===== src/rtl/alu_arbiter_pkg.sv =====
`default_nettype none
// ============================================================================
// Module   : alu_arbiter_pkg
// Purpose  : Shared definitions for the ALU arbiter slice: ALU command codes,
//            FSM state encoding and the op-sanitising helper.
// Ports    : none (package)
// Revision : 1.0 - initial release
// ============================================================================
package alu_arbiter_pkg;

  // ALU command codes, shared with the ALU control decoder.
  localparam logic [3:0] ALU_ADD = 4'd0;
  localparam logic [3:0] ALU_SUB = 4'd1;
  localparam logic [3:0] ALU_MUL = 4'd2;
  localparam logic [3:0] ALU_AND = 4'd3;
  localparam logic [3:0] ALU_OR  = 4'd4;

  // Arbiter FSM encoding.
  typedef enum logic [1:0] {
    IDLE = 2'd0,
    BUSY = 2'd1,
    RESP = 2'd2
  } state_t;

  // Op codes above ALU_OR map to ADD, mirroring the ALU control decoder
  // default, so issued command and latency match the datapath behaviour.
  function automatic logic [3:0] legal_cmd(input logic [3:0] op);
    return (op <= ALU_OR) ? op : ALU_ADD;
  endfunction

endpackage : alu_arbiter_pkg
`default_nettype wire


===== src/rtl/alu_arbiter_if.sv =====
`default_nettype none
// ============================================================================
// Module   : alu_arbiter_if
// Purpose  : Bundles the two requester handshakes, the ALU operand/command
//            bus and the tagged response port of the ALU arbiter.
// Ports    : slave  - arbiter view (requests/alu_result in; ready, ALU
//                     command/operands, response and busy out)
//            master - environment view (mirror of slave)
// Revision : 1.0 - initial release
// ============================================================================
interface alu_arbiter_if #(
  parameter int DATA_W = 32
);

  // Requester 0 (e.g. integer issue path)
  logic              req0_valid;
  logic [3:0]        req0_op;
  logic [DATA_W-1:0] req0_a;
  logic [DATA_W-1:0] req0_b;
  logic              req0_ready;

  // Requester 1 (e.g. address-generation path)
  logic              req1_valid;
  logic [3:0]        req1_op;
  logic [DATA_W-1:0] req1_a;
  logic [DATA_W-1:0] req1_b;
  logic              req1_ready;

  // ALU datapath
  logic [3:0]        alu_cmd;
  logic [DATA_W-1:0] alu_a;
  logic [DATA_W-1:0] alu_b;
  logic [DATA_W-1:0] alu_result;

  // Tagged response and status
  logic              resp_valid;
  logic              resp_id;
  logic [DATA_W-1:0] resp_data;
  logic              busy;

  modport slave (
    input  req0_valid, req0_op, req0_a, req0_b,
    input  req1_valid, req1_op, req1_a, req1_b,
    input  alu_result,
    output req0_ready, req1_ready,
    output alu_cmd, alu_a, alu_b,
    output resp_valid, resp_id, resp_data, busy
  );

  modport master (
    output req0_valid, req0_op, req0_a, req0_b,
    output req1_valid, req1_op, req1_a, req1_b,
    output alu_result,
    input  req0_ready, req1_ready,
    input  alu_cmd, alu_a, alu_b,
    input  resp_valid, resp_id, resp_data, busy
  );

endinterface : alu_arbiter_if
`default_nettype wire


===== src/rtl/alu_arbiter_rr_arb2.sv =====
`default_nettype none
// ============================================================================
// Module   : alu_arbiter_rr_arb2
// Purpose  : Two-way round-robin grant. Purely combinational; the history
//            bit (last_grant) is owned and updated by the parent.
// Ports    : valid0, valid1 - request lines
//            last_grant     - id of the most recent accepted requester
//            grant_valid    - at least one request is present
//            grant_id       - requester selected this cycle
// Revision : 1.0 - initial release
// ============================================================================
module alu_arbiter_rr_arb2 (
  input  wire logic valid0,
  input  wire logic valid1,
  input  wire logic last_grant,
  output logic      grant_valid,
  output logic      grant_id
);

  always_comb begin
    grant_valid = valid0 | valid1;
    // Contention goes to the requester that was not served last; otherwise
    // the sole requester wins. With no request the id is don't-care (0).
    if (valid0 && valid1) begin
      grant_id = ~last_grant;
    end else begin
      grant_id = valid1;
    end
  end

endmodule : alu_arbiter_rr_arb2
`default_nettype wire


===== src/rtl/alu_arbiter.sv =====
`default_nettype none
// ============================================================================
// Module   : alu_arbiter
// Purpose  : Shares one ALU between two requesters. Arbitrates round-robin,
//            drives registered command/operands to the ALU, waits the
//            op-dependent latency, captures alu_result and returns it as a
//            one-cycle pulse tagged with the requester id.
// Ports    : clk   - rising-edge clock
//            rst_n - asynchronous active-low reset
//            bus   - alu_arbiter_if.slave (requests, ALU bus, response, busy)
// Params   : DATA_W  - operand/result width
//            ALU_LAT - issue-to-result cycles for ADD/SUB/AND/OR (>=1)
//            MUL_LAT - issue-to-result cycles for MUL (>=1)
// Revision : 1.0 - initial release
// ============================================================================
module alu_arbiter
  import alu_arbiter_pkg::*;
#(
  parameter int DATA_W  = 32,
  parameter int ALU_LAT = 1,
  parameter int MUL_LAT = 4
) (
  input  wire logic    clk,
  input  wire logic    rst_n,
  alu_arbiter_if.slave bus
);

  // Counter only needs to hold (max latency - 1).
  localparam int MAX_LAT = (MUL_LAT > ALU_LAT) ? MUL_LAT : ALU_LAT;
  localparam int CNT_W   = (MAX_LAT > 1) ? $clog2(MAX_LAT) : 1;

  localparam logic [CNT_W-1:0] C_ALU_CNT = CNT_W'(ALU_LAT - 1);
  localparam logic [CNT_W-1:0] C_MUL_CNT = CNT_W'(MUL_LAT - 1);

  state_t            r_state;
  logic              r_last_grant;
  logic              r_id;
  logic [CNT_W-1:0]  r_cnt;
  logic [3:0]        r_cmd;
  logic [DATA_W-1:0] r_a;
  logic [DATA_W-1:0] r_b;
  logic              r_resp_valid;
  logic              r_resp_id;
  logic [DATA_W-1:0] r_resp_data;

  logic              w_gnt_valid;
  logic              w_gnt_id;
  logic              w_fire;
  logic [3:0]        w_sel_op;
  logic [3:0]        w_sel_cmd;
  logic [DATA_W-1:0] w_sel_a;
  logic [DATA_W-1:0] w_sel_b;

  alu_arbiter_rr_arb2 u_rr_arb2 (
    .valid0      (bus.req0_valid),
    .valid1      (bus.req1_valid),
    .last_grant  (r_last_grant),
    .grant_valid (w_gnt_valid),
    .grant_id    (w_gnt_id)
  );

  // A grant is only offered in IDLE, so the handshake is simply
  // "IDLE and someone is asking"; the winner sees ready this same cycle.
  assign w_fire         = (r_state == IDLE) && w_gnt_valid;
  assign bus.req0_ready = w_fire && !w_gnt_id;
  assign bus.req1_ready = w_fire &&  w_gnt_id;

  // Request mux for the winning requester.
  always_comb begin
    if (w_gnt_id) begin
      w_sel_op = bus.req1_op;
      w_sel_a  = bus.req1_a;
      w_sel_b  = bus.req1_b;
    end else begin
      w_sel_op = bus.req0_op;
      w_sel_a  = bus.req0_a;
      w_sel_b  = bus.req0_b;
    end
    w_sel_cmd = legal_cmd(w_sel_op);
  end

  always_ff @(posedge clk or negedge rst_n) begin
    if (!rst_n) begin
      r_state      <= IDLE;
      r_last_grant <= 1'b1;  // requester 0 wins the first contention
      r_id         <= 1'b0;
      r_cnt        <= '0;
      r_cmd        <= ALU_ADD;
      r_a          <= '0;
      r_b          <= '0;
      r_resp_valid <= 1'b0;
      r_resp_id    <= 1'b0;
      r_resp_data  <= '0;
    end else begin
      r_resp_valid <= 1'b0;
      case (r_state)
        IDLE: begin
          if (w_fire) begin
            r_cmd        <= w_sel_cmd;
            r_a          <= w_sel_a;
            r_b          <= w_sel_b;
            r_id         <= w_gnt_id;
            r_last_grant <= w_gnt_id;
            // Latency follows the command actually issued, so an illegal
            // op (issued as ADD) gets the single-cycle latency.
            r_cnt        <= (w_sel_cmd == ALU_MUL) ? C_MUL_CNT : C_ALU_CNT;
            r_state      <= BUSY;
          end
        end
        BUSY: begin
          if (r_cnt != '0) begin
            r_cnt <= r_cnt - CNT_W'(1);
          end else begin
            r_resp_data  <= bus.alu_result;
            r_resp_id    <= r_id;
            r_resp_valid <= 1'b1;
            r_state      <= RESP;
          end
        end
        RESP: begin
          r_state <= IDLE;
        end
        default: begin
          r_state <= IDLE;
        end
      endcase
    end
  end

  assign bus.alu_cmd    = r_cmd;
  assign bus.alu_a      = r_a;
  assign bus.alu_b      = r_b;
  assign bus.resp_valid = r_resp_valid;
  assign bus.resp_id    = r_resp_id;
  assign bus.resp_data  = r_resp_data;
  assign bus.busy       = (r_state != IDLE);

endmodule : alu_arbiter
`default_nettype wire


===== src/flat_wrapper.sv =====
// flat-port wrapper written by rule: the top's interface ports become plain ports
module alu_arbiter_flat import alu_arbiter_pkg::*;
#(
  parameter int DATA_W  = 32,
  parameter int ALU_LAT = 1,
  parameter int MUL_LAT = 4
)
  (clk, rst_n, bus_req0_valid, bus_req0_op, bus_req0_a, bus_req0_b, bus_req1_valid, bus_req1_op, bus_req1_a, bus_req1_b, bus_alu_result, bus_req0_ready, bus_req1_ready, bus_alu_cmd, bus_alu_a, bus_alu_b, bus_resp_valid, bus_resp_id, bus_resp_data, bus_busy);
  alu_arbiter_if #(.DATA_W(DATA_W)) bus_i ();
  input  wire logic clk;
  input  wire logic rst_n;
  input wire logic [$bits(bus_i.req0_valid)-1:0] bus_req0_valid;
  input wire logic [$bits(bus_i.req0_op)-1:0] bus_req0_op;
  input wire logic [$bits(bus_i.req0_a)-1:0] bus_req0_a;
  input wire logic [$bits(bus_i.req0_b)-1:0] bus_req0_b;
  input wire logic [$bits(bus_i.req1_valid)-1:0] bus_req1_valid;
  input wire logic [$bits(bus_i.req1_op)-1:0] bus_req1_op;
  input wire logic [$bits(bus_i.req1_a)-1:0] bus_req1_a;
  input wire logic [$bits(bus_i.req1_b)-1:0] bus_req1_b;
  input wire logic [$bits(bus_i.alu_result)-1:0] bus_alu_result;
  output wire logic [$bits(bus_i.req0_ready)-1:0] bus_req0_ready;
  output wire logic [$bits(bus_i.req1_ready)-1:0] bus_req1_ready;
  output wire logic [$bits(bus_i.alu_cmd)-1:0] bus_alu_cmd;
  output wire logic [$bits(bus_i.alu_a)-1:0] bus_alu_a;
  output wire logic [$bits(bus_i.alu_b)-1:0] bus_alu_b;
  output wire logic [$bits(bus_i.resp_valid)-1:0] bus_resp_valid;
  output wire logic [$bits(bus_i.resp_id)-1:0] bus_resp_id;
  output wire logic [$bits(bus_i.resp_data)-1:0] bus_resp_data;
  output wire logic [$bits(bus_i.busy)-1:0] bus_busy;
  assign bus_i.req0_valid = bus_req0_valid;
  assign bus_i.req0_op = bus_req0_op;
  assign bus_i.req0_a = bus_req0_a;
  assign bus_i.req0_b = bus_req0_b;
  assign bus_i.req1_valid = bus_req1_valid;
  assign bus_i.req1_op = bus_req1_op;
  assign bus_i.req1_a = bus_req1_a;
  assign bus_i.req1_b = bus_req1_b;
  assign bus_i.alu_result = bus_alu_result;
  assign bus_req0_ready = bus_i.req0_ready;
  assign bus_req1_ready = bus_i.req1_ready;
  assign bus_alu_cmd = bus_i.alu_cmd;
  assign bus_alu_a = bus_i.alu_a;
  assign bus_alu_b = bus_i.alu_b;
  assign bus_resp_valid = bus_i.resp_valid;
  assign bus_resp_id = bus_i.resp_id;
  assign bus_resp_data = bus_i.resp_data;
  assign bus_busy = bus_i.busy;
  alu_arbiter #(.DATA_W(DATA_W), .ALU_LAT(ALU_LAT), .MUL_LAT(MUL_LAT)) u_core (.clk(clk), .rst_n(rst_n), .bus(bus_i));
endmodule

===== config.mk =====
export PLATFORM = sky130hd
export DESIGN_NAME = alu_arbiter_flat
export DESIGN_NICKNAME = d
export VERILOG_FILES = /design/src/rtl/alu_arbiter_pkg.sv /design/src/rtl/alu_arbiter_if.sv /design/src/rtl/alu_arbiter_rr_arb2.sv /design/src/rtl/alu_arbiter.sv /design/src/flat_wrapper.sv
export SDC_FILE = /design/constraint.sdc
export NUM_CORES = 1
export LEC_CHECK = 0
export CAP_MARGIN = 20
export CORE_ASPECT_RATIO = 1.2
export CORE_MARGIN = 2
export CORE_UTILIZATION = 38
export DETAILED_ROUTE_END_ITERATION = 6
export HOLD_SLACK_MARGIN = 0.12
export PLACE_DENSITY_LB_ADDON = 0.15
export SYNTH_ARGS = -nofsm -noshare
export SYNTH_HDL_FRONTEND = slang
export SYNTH_SLANG_ARGS = --single-unit

===== constraint.sdc =====
create_clock -name clk -period 1.9 [get_ports clk]
set_clock_uncertainty 0.05 [all_clocks]
set_input_delay 0.38 -clock clk [delete_from_list [all_inputs] [get_ports clk]]
set_output_delay 0.38 -clock clk [all_outputs]
set_load 0.05 [all_outputs]

# Word-level counts from Yosys, hierarchy flattened
# Index checks and enable logic that the tools add are counted.
[word_totals]
register_bits = 108
inputBits = 172
output_inout_bits = 105
word_cells = 47
[classes]
n_addsub = 1
order_cmp = 1
eq_ne = 5
mux = 14
n_bitwise = 3
n_reduce_logical = 13
[ops]
columns = ["operator", "count"]
rows = [
  ["32-bit two-way mux", 2],
  ["2-bit two-way mux", 5],
  ["4-bit two-way mux", 2],
  ["2-bit case mux with 2 select lines", 2],
  ["2-bit AND reduction", 3],
  ["2-bit nonzero test", 3],
  ["4-bit by 2-bit equality test with 1-bit output (second input constant)", 1],
  ["4-bit by 3-bit <= comparator with 1-bit output (second input constant)", 1],
  ["1-bit logical AND", 4],
  ["2-bit by 1-bit != test with 1-bit output (second input constant)", 2],
  ["1-bit two-way mux", 3],
  ["3-bit AND reduction", 1],
  ["2-bit by 1-bit equality test with 1-bit output (second input constant)", 1],
  ["2-bit logical NOT", 1],
  ["2-bit != test (second input constant)", 1],
  ["1-bit NOT", 2],
  ["2-bit by 1-bit subtractor with 2-bit output (second input constant)", 1],
  ["1-bit logical NOT", 1],
  ["1-bit OR", 1],
]

# Logic depth before layout (Yosys ltp)
[depth]
ltp_word = 9
depth_mapped = 6
ltp_nobuf = 4

# Modules after synthesis
# From an unflattened synthesis, not the netlist that was laid out.
[hier_totals]
hier_cells = 403
hier_area_um2 = 4714.5
[by_module_without_submodules]
columns = ["module", "instances", "cells_per_inst", "area_each_um2", "seq_area_each_um2"]
rows = [
  ["alu_arbiter", 1, 401, 4700.8, 2703.8],
  ["alu_arbiter_rr_arb2", 1, 2, 13.8, 0.0],
]

# Worst setup path before layout
# No wires, ideal clock.
[synth_path]
path_type = "register to output"
start = "register u_core.r_state[0]"
end = "output port bus_req1_ready"
t_arrival_ns = 1.559
t_required_ns = 1.470
slack_ns = -0.089
stages_incl_launch_ff = 5
path_buffers = 2
path_cell_list = "dfrtp_1 > or2_1 > buf_2 > nor2_2 > buf_1"
[synth_via]
elab_chain_cells = 3
[synth_lines]
columns = ["item", "line", "rtl"]
rows = [
  ["start, declared", "alu_arbiter.sv:35", "state_t r_state;"],
  ["start signal, assigned", "alu_arbiter.sv:84", "r_state <= IDLE;"],
  ["start signal, assigned", "alu_arbiter.sv:107", "r_state <= BUSY;"],
  ["start signal, assigned", "alu_arbiter.sv:117", "r_state <= RESP;"],
  ["2-bit logical NOT", "alu_arbiter.sv:64", "assign w_fire = (r_state == IDLE) && w_gnt_valid;"],
  ["1-bit logical AND", "alu_arbiter.sv:64", ""],
  ["1-bit logical AND", "alu_arbiter.sv:66", "assign bus.req1_ready = w_fire && w_gnt_id;"],
  ["end, declared", "flat_wrapper.sv:22", "output wire logic [$bits(bus_i.req1_ready)-1:0] bus_req1_ready;"],
]
# Every way passes these cells.

# Worst setup path in the final report
[layout_path]
start = "register u_core.r_state[0]"
end = "output port bus_req0_ready"
[layout_via]
elab_chain_cells = 3
[layout_lines]
columns = ["item", "line", "rtl"]
rows = [
  ["2-bit logical NOT", "alu_arbiter.sv:64", ""],
  ["1-bit logical AND", "alu_arbiter.sv:64", ""],
  ["1-bit logical AND", "alu_arbiter.sv:65", "assign bus.req0_ready = w_fire && !w_gnt_id;"],
  ["end, declared", "flat_wrapper.sv:21", "output wire logic [$bits(bus_i.req0_ready)-1:0] bus_req0_ready;"],
]
# Every way passes these cells.

==> impl_results.html <==
<table>
<tr><th>Metric</th><th>Value</th></tr>
<tr><th colspan="2">Outcome</th></tr>
<tr><td>Status</td><td>complete, but fails checks</td></tr>
<tr><td>Violated checks</td><td>setup timing</td></tr>
<tr><th colspan="2">Layout</th></tr>
<tr><td>Total area of multi-input combinational cells</td><td>1800 um^2</td></tr>
<tr><td>Number of inserted filler cells in the final layout</td><td>930</td></tr>
<tr><td>Leading cell types in the layout, fill and taps excluded</td><td>sky130_fd_sc_hd__clkdlybuf4s50_1 (168), sky130_fd_sc_hd__dfrtp_1 (107), sky130_fd_sc_hd__buf_4 (104)</td></tr>
<tr><td>Most frequent standard cell in the layout excluding fill and tap cells</td><td>sky130_fd_sc_hd__clkdlybuf4s50_1</td></tr>
<tr><td>Design area</td><td>7810 um^2</td></tr>
<tr><td>Area delta synth-&gt;final</td><td>66.7%</td></tr>
<tr><td>Ratio of cells with drive above 1 in the final layout</td><td>27.7%</td></tr>
<tr><td>Total number of nets in the final design</td><td>786</td></tr>
<tr><td>Diode count</td><td>0</td></tr>
<tr><td>Sequential cell area</td><td>2700 um^2</td></tr>
<tr><th colspan="2">Die</th></tr>
<tr><td>Die Outline Area</td><td>13200 um^2</td></tr>
<tr><td>Die outline height</td><td>126 um</td></tr>
<tr><td>Initial Util</td><td>38.9%</td></tr>
<tr><td>Die X</td><td>105 um</td></tr>
<tr><td>Number of rows in the core area</td><td>44</td></tr>
<tr><td>Core region area</td><td>12100 um^2</td></tr>
<tr><td>Ports placed on the boundary</td><td>277</td></tr>
<tr><th colspan="2">Synth</th></tr>
<tr><td>Synthesis-stage register bit count</td><td>108</td></tr>
<tr><td>Sequential area share after synthesis</td><td>57.7%</td></tr>
<tr><td>Synth unique cells</td><td>29</td></tr>
<tr><td>Number of cells produced by synthesis</td><td>342</td></tr>
<tr><td>Number of warnings reported in the yosys synthesis log</td><td>0</td></tr>
<tr><td>Average footprint of a synthesized cell</td><td>13.7 um^2</td></tr>
<tr><td>Synth Net Count</td><td>515</td></tr>
<tr><td>Post-Syn Area</td><td>4690 um^2</td></tr>
<tr><th colspan="2">Setup path</th></tr>
<tr><td>Worst endpoint required time</td><td>1470 ps</td></tr>
<tr><td>Element type at the critical path start</td><td>flop</td></tr>
<tr><td>WS Path Type</td><td>flop to output pin</td></tr>
<tr><td>Peak per-stage delay on the critical path</td><td>400 ps</td></tr>
<tr><td>Ordered list of cells on the worst path</td><td>or2_4, nor3b_4, buf_12</td></tr>
<tr><td>Worst Setup End Kind</td><td>output pin</td></tr>
<tr><td>Arrival @ worst endpoint</td><td>1520 ps</td></tr>
<tr><td>Largest fanout of any net on the critical path</td><td>3</td></tr>
<tr><td>Slowest cell on the critical path</td><td>sky130_fd_sc_hd__dfrtp_1</td></tr>
<tr><th colspan="2">CTS</th></tr>
<tr><td>Cell at the root of the clock tree</td><td>sky130_fd_sc_hd__clkbuf_16</td></tr>
<tr><td>H-tree Lvls</td><td>3</td></tr>
<tr><td>CTS tree</td><td>yes</td></tr>
<tr><td>Clock latency reported for the late side of the worst-skew pair</td><td>340 ps</td></tr>
<tr><td>Num CTS Buffers</td><td>9</td></tr>
<tr><td>Maximum clock path buffer count</td><td>2</td></tr>
<tr><td>CTS Sinks</td><td>108</td></tr>
<tr><td>Worst-path clk slew</td><td>70 ps</td></tr>
<tr><th colspan="2">STA</th></tr>
<tr><td>Number of failing setup endpoints in the final timing report</td><td>2</td></tr>
<tr><td>Final-report hold violation count</td><td>0</td></tr>
<tr><td>Period Utilization, post-route</td><td>103%</td></tr>
<tr><td>Highest clock rate</td><td>513 MHz</td></tr>
<tr><td>WHS</td><td>427 ps</td></tr>
<tr><td>Fin worst setup slack</td><td>-49.6 ps</td></tr>
<tr><td>Worst-case headroom to the max-slew limit</td><td>66.2%</td></tr>
<tr><td>Time the worst path needs with I/O delays and setup</td><td>1950 ps</td></tr>
<tr><td>Tightest Pin Transition</td><td>509 ps</td></tr>
<tr><td>Max-slew violation count</td><td>0</td></tr>
<tr><td>Setup repair after global routing missed its margin</td><td>yes</td></tr>
<tr><th colspan="2">Detailed routing</th></tr>
<tr><td>Final ANT Viol Nets</td><td>0</td></tr>
<tr><td>Total via count after detailed routing</td><td>4179</td></tr>
<tr><td>Detail-routed net length per standard cell</td><td>19.2 um</td></tr>
<tr><td>First-pass detailed-route iteration total</td><td>4</td></tr>
<tr><td>DRC viols</td><td>0</td></tr>
<tr><td>Starting DRT DRC Count</td><td>155</td></tr>
<tr><td>Wirelength, routed</td><td>14.9 mm</td></tr>
<tr><td>Detailed-route vias per instance</td><td>5.36</td></tr>
<tr><th colspan="2">Pwr</th></tr>
<tr><td>Worst vdd rail ir drop</td><td>1.36 mV</td></tr>
<tr><td>Cell leakage power</td><td>3.41 nW</td></tr>
<tr><td>Pwr/cell area</td><td>2030 nW/um^2</td></tr>
<tr><th colspan="2">Placement</th></tr>
<tr><td>Global placer's final weighted congestion</td><td>0.815</td></tr>
<tr><td>Instance area after placement</td><td>7420 um^2</td></tr>
<tr><td>Number of I/O port buffers</td><td>276</td></tr>
<tr><td>Sum of net half-perimeters after detailed placement</td><td>10.8 mm</td></tr>
<tr><th colspan="2">Global routing</th></tr>
<tr><td>Aggregate global-route resource usage</td><td>22.6%</td></tr>
<tr><td>Initial antenna violation count</td><td>0</td></tr>
<tr><td>Wire length of the first global-routing pass</td><td>23.7 mm</td></tr>
<tr><td>Pin count of the biggest net entering global routing</td><td>67</td></tr>
<tr><td>Number of global-route vias before repair</td><td>4488</td></tr>
<tr><td>Residual overflow from global routing</td><td>0</td></tr>
<tr><th colspan="2">Job</th></tr>
<tr><td>Number of max-cap violations</td><td>0</td></tr>
<tr><th colspan="2">Min path</th></tr>
<tr><td>Worst min-delay path class</td><td>flop to flop</td></tr>
</table>
[synthesized netlist by cell type]
cell type / number / area share [%]
sky130_fd_sc_hd__mux2_2: 33 / 7.9
sky130_fd_sc_hd__nor3_1: 1 / 0.11
sky130_fd_sc_hd__or2_1: 1 / 0.13
sky130_fd_sc_hd__nor4b_1: 4 / 0.75
sky130_fd_sc_hd__buf_6: 7 / 1.7
sky130_fd_sc_hd__a221o_1: 64 / 14
sky130_fd_sc_hd__buf_4: 1 / 0.16
sky130_fd_sc_hd__o21ai_0: 6 / 0.64
sky130_fd_sc_hd__or2_2: 1 / 0.13
sky130_fd_sc_hd__dfstp_2: 1 / 0.56
sky130_fd_sc_hd__inv_1: 2 / 0.16
sky130_fd_sc_hd__o221ai_1: 2 / 0.37
sky130_fd_sc_hd__ha_1: 1 / 0.27
sky130_fd_sc_hd__nor3b_2: 1 / 0.27
sky130_fd_sc_hd__o21a_1: 64 / 10
sky130_fd_sc_hd__clkbuf_1: 10 / 0.80
sky130_fd_sc_hd__and3b_1: 2 / 0.37
sky130_fd_sc_hd__nor2_2: 1 / 0.13
sky130_fd_sc_hd__nor3b_1: 4 / 0.64
sky130_fd_sc_hd__or4b_2: 2 / 0.43
sky130_fd_sc_hd__mux2i_1: 4 / 0.85
sky130_fd_sc_hd__a21o_1: 2 / 0.32
sky130_fd_sc_hd__buf_2: 12 / 1.3
sky130_fd_sc_hd__a211oi_1: 1 / 0.16
sky130_fd_sc_hd__dfrtp_1: 107 / 57
sky130_fd_sc_hd__nor2_1: 1 / 0.080
sky130_fd_sc_hd__a21bo_1: 1 / 0.21
sky130_fd_sc_hd__and2_1: 1 / 0.13
sky130_fd_sc_hd__buf_1: 5 / 0.40
[metal layers]
layer  share of wire [%]  vias to the layer above  GRT usage (%)
met2                  50                      226           39.0
met1                  39                     2036           26.9
li1                    -                     1884              -
met3                 8.4                       33           5.33
met4                 3.3                        0           9.73
met5                   0                        -              0
[final timing paths]
check	slack [ps]	from	depth (start not counted)	end
hold / removal	430	u_core.r_id$_DFFE_PN0P_	1	u_core.r_id$_DFFE_PN0P_
setup reg to reg	70	u_core.r_state[0]$_DFFE_PN0P_	6	u_core.bus.alu_a[10]$_DFFE_PN0P_
min in group asynchronous	460	rst_n	2	u_core.bus.resp_data[24]$_DFFE_PN0P_
setup / recovery	-50	u_core.r_state[0]$_DFFE_PN0P_	3	bus_req0_ready
max in group asynchronous	730	rst_n	3	u_core.r_last_grant$_DFFE_PN1P_
hold reg to reg	430	u_core.r_id$_DFFE_PN0P_	1	u_core.r_id$_DFFE_PN0P_
[cell type report]
class	instances	share of cell area (%)
repair buffers	295	35.3
flip-flops and latches	108	34.6
multi-input cells	197	23.0
clock buffers	9	2.88
well taps	161	2.58
clock inverters	7	1.54
inverters	2	0.0961
[critical path: cells and delay by family (launching register included)]
family / cells / cell delay, ps
and+or+nand+nor: 2 / 590
buffers and inverters: 1 / 180
DFF: 1 / 400
[power by group]
part           internal (mW)  switching [mW]  leakage [nW]  total, mW
Combinational           3.59            6.00          1.93       9.59
Clock                   1.30           0.857         0.166       2.15
Sequential              3.45           0.630          1.31       4.08
Total                   8.34            7.48          3.41       15.8
[stage by stage]
stage	setup slack [ps]	std cells	power [mW]	util [%]	TNS, ps
5_1_grt	-80.1	779	16.6	64.8	-135
4_1_cts	-52.7	779	16.0	64.8	-52.7
3_5_place_dp	-308	758	13.8	61.6	-19310
3_3_place_gp	-251	758	13.5	61.6	-16220
2_1_floorplan	51.9	342	10.6	-	0
6_report	-49.6	779	15.8	64.8	-65.2
[flip-flops by register name (all words and copies together) (netlist names)]
name	cells
u_core.bus.alu_a	32
u_core.bus.alu_b	32
u_core.bus.resp_data	32
u_core.bus.alu_cmd	4
u_core.r_cnt	2
u_core.r_state	2
u_core.bus.resp_id	1
u_core.bus.resp_valid	1
u_core.r_id	1
u_core.r_last_grant	1
[cells by family after synthesis]
group / share of synthesized area, %
mux: 8.78
compound gates: 25.6
buf+inv: 4.48
fa+ha+maj: 0.267
flops: 57.7
simple gates: 3.18
[timing repair]
action | CTS | global route
gates resized for setup | 17 | 1
pin swaps | 3 | 1
hold buffers | 1 | 0
buffers inserted | 4 | 0
gates cloned | 0 | 0
endpoints found under the setup margin | 71 | 26
hold endpoints to repair | 30 | 0
Power figures use the tool's default switching activity.
